**config.mk**
```make
export PLATFORM = sky130hd
export DESIGN_NAME = conv_row_scheduler
export DESIGN_NICKNAME = d
export VERILOG_FILES = /design/src/rtl/conv_row_scheduler.sv
export SDC_FILE = /design/constraint.sdc
export NUM_CORES = 1
export LEC_CHECK = 0
export ABC_CLOCK_PERIOD_IN_PS = 6400
export CORE_UTILIZATION = 55
export CTS_CLUSTER_DIAMETER = 50
export DETAILED_ROUTE_END_ITERATION = 7
export GPL_TIMING_DRIVEN = 0
export PLACE_DENSITY = 0.89
export SLEW_MARGIN = 25
export SYNTH_ARGS = -nofsm -noshare
export SYNTH_HDL_FRONTEND = slang
export SYNTH_SLANG_ARGS = --single-unit
export TNS_END_PERCENT = 20
```
**constraint.sdc**
```tcl
create_clock -name clk -period 6.4 [get_ports clk]
set_input_delay 0.64 -clock clk [delete_from_list [all_inputs] [get_ports clk]]
set_output_delay 0.64 -clock clk [all_outputs]
set_load 0.02 [all_outputs]
```
**src/rtl/conv_row_scheduler.sv**
```systemverilog
// rtl/conv_row_scheduler.sv - frame sequencer feeding rotating line buffers to the 3x3 conv engine
// Optional feature macro: CONV_SCHED_PERF_EN (adds perf_cycles busy-cycle counter output).
module conv_row_scheduler #(
  parameter int ROW_W    = 16,
  parameter int SRC_AW   = 10,
  parameter int DST_STEP = 2
) (
  input  logic                      clk,
  input  logic                      rst_n,
  input  logic                      start,
  input  logic [1:0]                stride,
  input  logic [5:0]                img_rows,
  input  logic [SRC_AW-1:0]         src_base,
  input  logic [4:0]                dst_base,
  output logic                      busy,
  output logic                      frame_done,
  output logic                      cfg_err,
  output logic                      src_rd_en,
  output logic [SRC_AW-1:0]         src_rd_addr,
  output logic                      lb_wr_en,
  output logic [1:0]                lb_sel,
  output logic [$clog2(ROW_W)-1:0]  lb_col,
  output logic [1:0]                lb_top,
  output logic                      conv_start,
  output logic [1:0]                conv_stride,
  output logic [4:0]                conv_dest_addr,
  input  logic                      conv_done
`ifdef CONV_SCHED_PERF_EN
  ,
  output logic [15:0]               perf_cycles
`endif
);

  localparam int CW = $clog2(ROW_W);

  typedef enum logic [2:0] {
    S_IDLE,
    S_FETCH,
    S_KICK,
    S_WAIT,
    S_ADVANCE,
    S_DONE
  } state_t;

  state_t state, state_nx;

  logic [5:0]        r;          // topmost source row of the current band
  logic [5:0]        rows_q;     // latched image height
  logic [SRC_AW-1:0] row_addr;   // source address of column 0 of the row being fetched
  logic [1:0]        fetch_buf;  // buffer receiving the row being fetched
  logic [1:0]        fetch_cnt;  // rows to fetch in this FETCH visit
  logic [1:0]        rd_k;       // index of the row being fetched within this visit
  logic [CW-1:0]     col;        // next column to read
  logic              issuing;    // reads still to be issued in this FETCH visit
  logic [1:0]        rd_sel;     // buffer tag travelling with the current read
  logic [CW-1:0]     rd_col;     // column tag travelling with the current read

  logic              cfg_ok;
  logic              accept;
  logic              reject;
  logic              fetch_over;
  logic              last_pass;
  logic [2:0]        top_sum;
  logic [1:0]        top_nx;

  // Start qualification, band-end test and next buffer rotation.
  always_comb begin
    cfg_ok     = ((stride == 2'd1) || (stride == 2'd2)) && (img_rows >= 6'd3);
    accept     = (state == S_IDLE) && start && cfg_ok;
    reject     = (state == S_IDLE) && start && !cfg_ok;
    // Last read issued and its write echo already on the line-buffer port.
    fetch_over = !issuing && !src_rd_en;
    last_pass  = ({1'b0, r} + {5'b0, conv_stride} + 7'd3) > {1'b0, rows_q};
    top_sum    = {1'b0, lb_top} + {1'b0, conv_stride};
    top_nx     = (top_sum >= 3'd3) ? 2'(top_sum - 3'd3) : top_sum[1:0];
  end

  // State register.
  always_ff @(posedge clk or negedge rst_n) begin
    if (!rst_n) begin
      state <= S_IDLE;
    end else begin
      state <= state_nx;
    end
  end

  // Next-state logic.
  always_comb begin
    state_nx = state;
    case (state)
      S_IDLE:    if (accept) state_nx = S_FETCH;
      S_FETCH:   if (fetch_over) state_nx = S_KICK;
      S_KICK:    state_nx = S_WAIT;
      S_WAIT:    if (conv_done) state_nx = S_ADVANCE;
      S_ADVANCE: state_nx = last_pass ? S_DONE : S_FETCH;
      S_DONE:    state_nx = S_IDLE;
      default:   state_nx = S_IDLE;
    endcase
  end

  // Registered outputs, fetch sequencing and band bookkeeping.
  always_ff @(posedge clk or negedge rst_n) begin
    if (!rst_n) begin
      busy           <= 1'b0;
      frame_done     <= 1'b0;
      cfg_err        <= 1'b0;
      src_rd_en      <= 1'b0;
      src_rd_addr    <= '0;
      lb_wr_en       <= 1'b0;
      lb_sel         <= 2'd0;
      lb_col         <= '0;
      lb_top         <= 2'd0;
      conv_start     <= 1'b0;
      conv_stride    <= 2'd0;
      conv_dest_addr <= 5'd0;
      r              <= 6'd0;
      rows_q         <= 6'd0;
      row_addr       <= '0;
      fetch_buf      <= 2'd0;
      fetch_cnt      <= 2'd0;
      rd_k           <= 2'd0;
      col            <= '0;
      issuing        <= 1'b0;
      rd_sel         <= 2'd0;
      rd_col         <= '0;
    end else begin
      busy       <= (state_nx != S_IDLE);
      frame_done <= (state_nx == S_DONE);
      conv_start <= (state_nx == S_KICK);
      cfg_err    <= reject;
      // Source read latency is one cycle: writes echo the reads.
      lb_wr_en   <= src_rd_en;
      lb_sel     <= rd_sel;
      lb_col     <= rd_col;
      src_rd_en  <= 1'b0;

      if (accept) begin
        conv_stride    <= stride;
        rows_q         <= img_rows;
        row_addr       <= src_base;
        conv_dest_addr <= dst_base;
        r              <= 6'd0;
        lb_top         <= 2'd0;
        fetch_buf      <= 2'd0;
        fetch_cnt      <= 2'd3;
        rd_k           <= 2'd0;
        col            <= '0;
        issuing        <= 1'b1;
      end

      // Rows are fetched in source order into buffers in rotation, so a
      // running row address and buffer index give row r+3+k-stride into
      // buffer (old lb_top+k) mod 3 without recomputing either.
      if (state == S_FETCH && issuing) begin
        src_rd_en   <= 1'b1;
        src_rd_addr <= row_addr + SRC_AW'(col);
        rd_sel      <= fetch_buf;
        rd_col      <= col;
        if (col == CW'(ROW_W - 1)) begin
          col       <= '0;
          row_addr  <= row_addr + SRC_AW'(ROW_W);
          fetch_buf <= (fetch_buf == 2'd2) ? 2'd0 : fetch_buf + 2'd1;
          if (rd_k == fetch_cnt - 2'd1) begin
            issuing <= 1'b0;
          end else begin
            rd_k <= rd_k + 2'd1;
          end
        end else begin
          col <= col + CW'(1);
        end
      end

      if (state == S_ADVANCE) begin
        conv_dest_addr <= conv_dest_addr + 5'(DST_STEP);
        if (!last_pass) begin
          r         <= r + {4'b0, conv_stride};
          lb_top    <= top_nx;
          fetch_cnt <= conv_stride;
          rd_k      <= 2'd0;
          col       <= '0;
          issuing   <= 1'b1;
        end
      end
    end
  end

`ifdef CONV_SCHED_PERF_EN
  // Saturating count of busy cycles, cleared by each accepted start.
  always_ff @(posedge clk or negedge rst_n) begin
    if (!rst_n) begin
      perf_cycles <= 16'd0;
    end else if (accept) begin
      perf_cycles <= 16'd0;
    end else if (busy && (perf_cycles != 16'hFFFF)) begin
      perf_cycles <= perf_cycles + 16'd1;
    end
  end
`endif

endmodule
```
Yosys cells after proc, flatten, opt, wreduce, memory -nomap -nowiden:

Cells that the tools add are included.

* bits in registers: 73
* word-level logic and storage cells: 104

* add/sub/neg operators: 12
* order comparisons: 3
* equality and inequality tests: 11
* mux-type cells: 42
* reduce and logical (&&, ||, !) cells: 13

Operators by type and width (count)
* $mux W2: 17
* $mux W10: 3
* $mux W4: 5
* $mux W6: 3
* $pmux W3 S5: 1
* $mux W3: 4
* $add A10 B4 Y10: 1
* $add A10 B5 Y10 const B: 1
* $mux W5: 2
* $eq A3 B2 Y1 const B: 3
* $add A6 B2 Y7: 1
* $add A7 B2 Y7 const B: 1
* $gt A7 B6 Y1: 1
* $mux W1: 7
* $add A6 B2 Y6: 1
* $eq A3 B3 Y1 const B: 2
* $ge A6 B2 Y1 const B: 1
* $logic_and A1 B1 Y1: 6
* $add A5 B2 Y5 const B: 1
* $add A2 B1 Y2 const B: 2
* $add A4 B1 Y4 const B: 1
* $eq A2 B2 Y1 const B: 2
* $eq A4 B4 Y1 const B: 1
* $add A2 B2 Y3: 1
* 11 further kinds: 13

Depth between registers and ports, before layout:

* depth after elaboration: 10
* depth in mapped cells: 15
* gate-level depth less buffers: 14

Worst setup path after synthesis:

No wires, ideal clock.

* path type: register to register
* start point: register conv_stride[1]
* end point: register r[0]
* setup time: 125 ps
* arrival time: 3333 ps
* slack: 2943 ps
* cell stages (with the launch flop): 15
* buffers on the path: 0
* cell sequence: dfrtp_1 inv_1 ha_1 inv_1 ha_1 inv_1 fa_1 nor2_1 xor2_1 ha_1 nand3_1 a21oi_1 o31ai_1 nor2b_1 mux2_2

* cells in the longest elaborated chain, start to end: 5

Ends and longest elaborated chain
* from (decl): RTL line 25 `output logic [1:0] conv_stride,`
* from (signal assigned): RTL line 138 `conv_stride <= stride;`
* $add A6 B2 Y7: RTL line 73 `last_pass = ({1'b0, r} + {5'b0, conv_stride} + 7'd3) > {1'b0, rows_q};`
* $add A7 B2 Y7: RTL line 73
* $gt A7 B6 Y1: RTL line 73
* $mux W6: RTL line 175 `if (!last_pass) begin`
* $mux W6: RTL line 173 `if (state == S_ADVANCE) begin`
* to (signal assigned): RTL line 176 `r <= r + {4'b0, conv_stride};`
* to (decl): RTL line 47 `logic [5:0] r;`

No other way between the ends.
A chain may end at the register's enable or synchronous reset.

Worst setup path in the final report:

* start point: register conv_stride[1]
* end point: register fetch_cnt[0]

* cells in the longest elaborated chain, start to end: 5

Ends and longest elaborated chain
* $add A6 B2 Y7: RTL line 73
* $add A7 B2 Y7: RTL line 73
* $gt A7 B6 Y1: RTL line 73
* $mux W2: RTL line 175
* $mux W2: RTL line 173
* to (signal assigned): RTL line 178 `fetch_cnt <= conv_stride;`
* to (decl): RTL line 51 `logic [1:0] fetch_cnt;`

No other way between the ends.

==> impl_metrics.env <==
export IMPL_avgRoutedWirePerCell_um=15.2
export IMPL_avgSynthCellArea_um2=9.68
export IMPL_finalHoldViolations=0
export IMPL_layout_drive_gt1_share_pct=7.22
export IMPL_switchingPower_uw=989
export IMPL_tritoncts_num_sinks=73
export IMPL_dpl_worst_slack_ps=2430
export IMPL_n_antenna_cell=0
export IMPL_yosysMostFrequentCell="nand2_1"
export IMPL_clk_latency_ps=350
export IMPL_rsz0062_at_grt="false"
export IMPL_worstMarginPinSlew_ps=759
export IMPL_critPathLaunchType="flip-flop"
export IMPL_power_per_cell_area_nw_per_um2=517
export IMPL_grt_max_degree=56
export IMPL_synth_top_area_share_pct=49.3
export IMPL_synth_ff_type="dfrtp_1"
export IMPL_slew_headroom_pct=49.0
export IMPL_dp_cells=518
export IMPL_total_power_uw=2390
export IMPL_timing_rr_start="conv_stride[1]$_DFFE_PN0P_"
export IMPL_timing_rr_end="fetch_cnt[0]$_DFF_PN0_"
export IMPL_die_w_um=84.1
export IMPL_cts_hold_buf=0
export IMPL_clkPwrFrac_pct=17.3
export IMPL_max_cap_viol_count=0
export IMPL_synth_commonest_cells="nand2_1 (79), dfrtp_1 (73), inv_1 (26), nor2_1 (26), o21ai_0 (24)"
export IMPL_dr_pass1_iters=6
export IMPL_synth_area_leader_cell="dfrtp_1"
export IMPL_overflow=0
export IMPL_n_fill_cell=471
export IMPL_status="finished, violations left"
export IMPL_rr_worst_depth=15
export IMPL_finalClockSkew_ps=9.66
export IMPL_internal_power_uw=1400
export IMPL_required_ps=6670
export IMPL_synth_edff_count=0
export IMPL_io_pins=58
export IMPL_p_leak_uw=0.00211
export IMPL_num_rows=29
export IMPL_max_freq_ghz=0.253
export IMPL_async_reset_ff_share_pct=100
export IMPL_combPwrFrac_pct=49.5
export IMPL_crit_path_end_kind="flip-flop"
export IMPL_top_usage_layer="met2"
export IMPL_vias=2953
export IMPL_syn_inst=383
export IMPL_post_route_drc_count=8
export IMPL_drt_initial_drc_count=189
export IMPL_setup_viol=0
export IMPL_period_needed_ps=3950
export IMPL_grt_pass1_wl_um=14100
export IMPL_final_cell_area_um2=4630
export IMPL_yosysUniqueCellTypes=45
export IMPL_ctsHtreeMaxLevel=3
export IMPL_io_buffers=57
export IMPL_cts_setup_buffers=0
export IMPL_fin_setup_tns_ps=0
export IMPL_rrSetupSlack_ps=2450
export IMPL_power_frac_seq_pct=33.2
export IMPL_syn_area_um2=3710
export IMPL_post_dp_hpwl_um=5840
export IMPL_ys_ff_latch=73
export IMPL_cts_path_max_buffers=2
export IMPL_synth_area_top_cells="dfrtp_1 (49%), nand2_1 (8.0%), ha_1 (7.4%), o21ai_0 (3.2%), mux2i_1 (3.0%)"
export IMPL_path_class="flip-flop to flip-flop"
export IMPL_numCtsBuffers=9
export IMPL_hold_path_class="primary input to asynchronous set/reset pin"
export IMPL_track_usage_pct=25.7
export IMPL_fin_cells=534
export IMPL_gp_congestion=0.791
export IMPL_worstPathArrival_ps=4220
export IMPL_syn_to_final_growth_pct=24.8
export IMPL_initial_core_util_pct=57.7
export IMPL_detail_route_vias_per_cell=5.53
export IMPL_synth_nets=436
export IMPL_cp_max_fo=10
export IMPL_grtUsageMet1_pct=30.6
export IMPL_fp_dieH_um=84.1
export IMPL_post_dp_cell_area_um2=4400
export IMPL_ys_seq_area_share_pct=49.3
export IMPL_cts_tree="built"
export IMPL_ir_worst_vdd_mv=0.297
export IMPL_grtUsageMet3_pct=5.93
export IMPL_core_area_um2=6420
export IMPL_cts_resized=0
export IMPL_antenna_found_initial=0
export IMPL_cts_clk_slew_worst_paths_ps=90
export IMPL_ys_warn_count=0
export IMPL_ant_nets=0
export IMPL_finalMaxSlewViolations=0
export IMPL_grt_pass1_vias=3070
export IMPL_wl_um=8130
export IMPL_period_share_pct=61.7
export IMPL_worst_slack_ps=2450
export IMPL_swShare_pct=41.4
export IMPL_cts_root_buf="clkbuf_8"
export IMPL_met2_usage_pct=44.3
export IMPL_violations="DRC"
export IMPL_finish_net_count=505
export IMPL_die_area_um2=7080
## critical path: stages, from the launching register on
cell     delay, ps
dfrtp_1        420
inv_1          200
ha_1           300
inv_1           90
ha_1           140
inv_1           50
fa_1           400
nor2_1         140
xor2_1         160
ha_1           260
nand3_1        100
a21oi_1         50
o31ai_1        650
nor2b_1        410
buf_4          270
mux2i_1        220
## cells in the final DEF, fill, tap and decap left out, drive strengths merged, types with 2 or more instances in the layout
cell           count
a211oi             2
a21o               3
a21oi             17
a22oi              2
and2               2
buf               10
bufinv             2
clkbuf            15
clkdlybuf4s50     56
clkinv             3
dfrtp             73
fa                 4
ha                22
inv               28
mux2               3
mux2i             11
nand2             79
nand2b             3
nand3             14
nand3b             4
nor2              26
nor2b              5
nor3               7
nor3b              4
o211ai             2
o21ai             24
o22ai              2
or2                3
xnor2             11
xor2               6
## logic make-up after synthesis
family	share of synthesized area, %
muxes	3.88
and+or+nand+nor	18.3
AOI/OAI and AO/OA	10.4
xor gates and xnor gates	4.01
DFF	49.3
buffers and inverters	4.59
adders and majority gates	9.58
## metrics by stage
step | hold slack [ps] | utilization (%)
floorplan | 344 | -
global placement | 360 | 68.1
detailed placement | 361 | 68.5
CTS | 155 | 72.0
global route | 156 | 72.0
finish | 158 | 72.0
## layer usage
| metal | vias up | part of all wire (%) |
|---|---|---|
| li1 | 1417 | - |
| met5 | - | 0 |
| met1 | 1440 | 41 |
| met3 | 17 | 5.4 |
| met4 | 0 | 2.4 |
| met2 | 79 | 51 |
## layout make-up
| class | count | area (µm²) | share of cell area (%) |
|---|---|---|---|
| inverters | 26 | 97.6 | 2.11 |
| flip-flops and latches | 73 | 1830 | 39.5 |
| clock buffers | 9 | 124 | 2.68 |
| repair buffers | 58 | 596 | 12.9 |
| multi-input cells | 270 | 1710 | 37.0 |
| well taps | 77 | 96.3 | 2.08 |
| clock inverters | 7 | 103 | 2.22 |
| plain buffers | 14 | 72.6 | 1.57 |
## worst max path at each step
stage	endpoint	slack (ps)	depth (start not counted)	startpoint
2_1_floorplan	r[0]$_DFF_PN0_	2940	14	conv_stride[1]$_DFFE_PN0P_
3_5_place_dp	fetch_cnt[0]$_DFF_PN0_	2430	15	conv_stride[1]$_DFFE_PN0P_
4_1_cts	fetch_cnt[0]$_DFF_PN0_	2440	15	conv_stride[1]$_DFFE_PN0P_
5_1_grt	fetch_cnt[0]$_DFF_PN0_	2150	15	conv_stride[1]$_DFFE_PN0P_
6_report	fetch_cnt[0]$_DFF_PN0_	2450	15	conv_stride[1]$_DFFE_PN0P_
3_3_place_gp	conv_dest_addr[4]$_DFFE_PN0P_	2270	1	rst_n
## power groups by stage
| stage | clock, µW | sequential [µW] | combinational (µW) |
|---|---|---|---|
| floorplan | 0 | 874 | 700 |
| global placement | 0 | 790 | 1120 |
| detailed placement | 0 | 801 | 1180 |
| CTS | 419 | 794 | 1200 |
| global route | 441 | 819 | 1340 |
| finish | 413 | 794 | 1190 |
## flip-flops by register name (all words and copies together), names as in the netlist, 3 cells and up
| signal | count |
|---|---|
| col | 4 |
| conv_dest_addr | 5 |
| lb_col | 4 |
| r | 6 |
| rd_col | 4 |
| row_addr | 10 |
| rows_q | 6 |
| src_rd_addr | 10 |
| state | 3 |
Power figures use the tool's default switching activity.
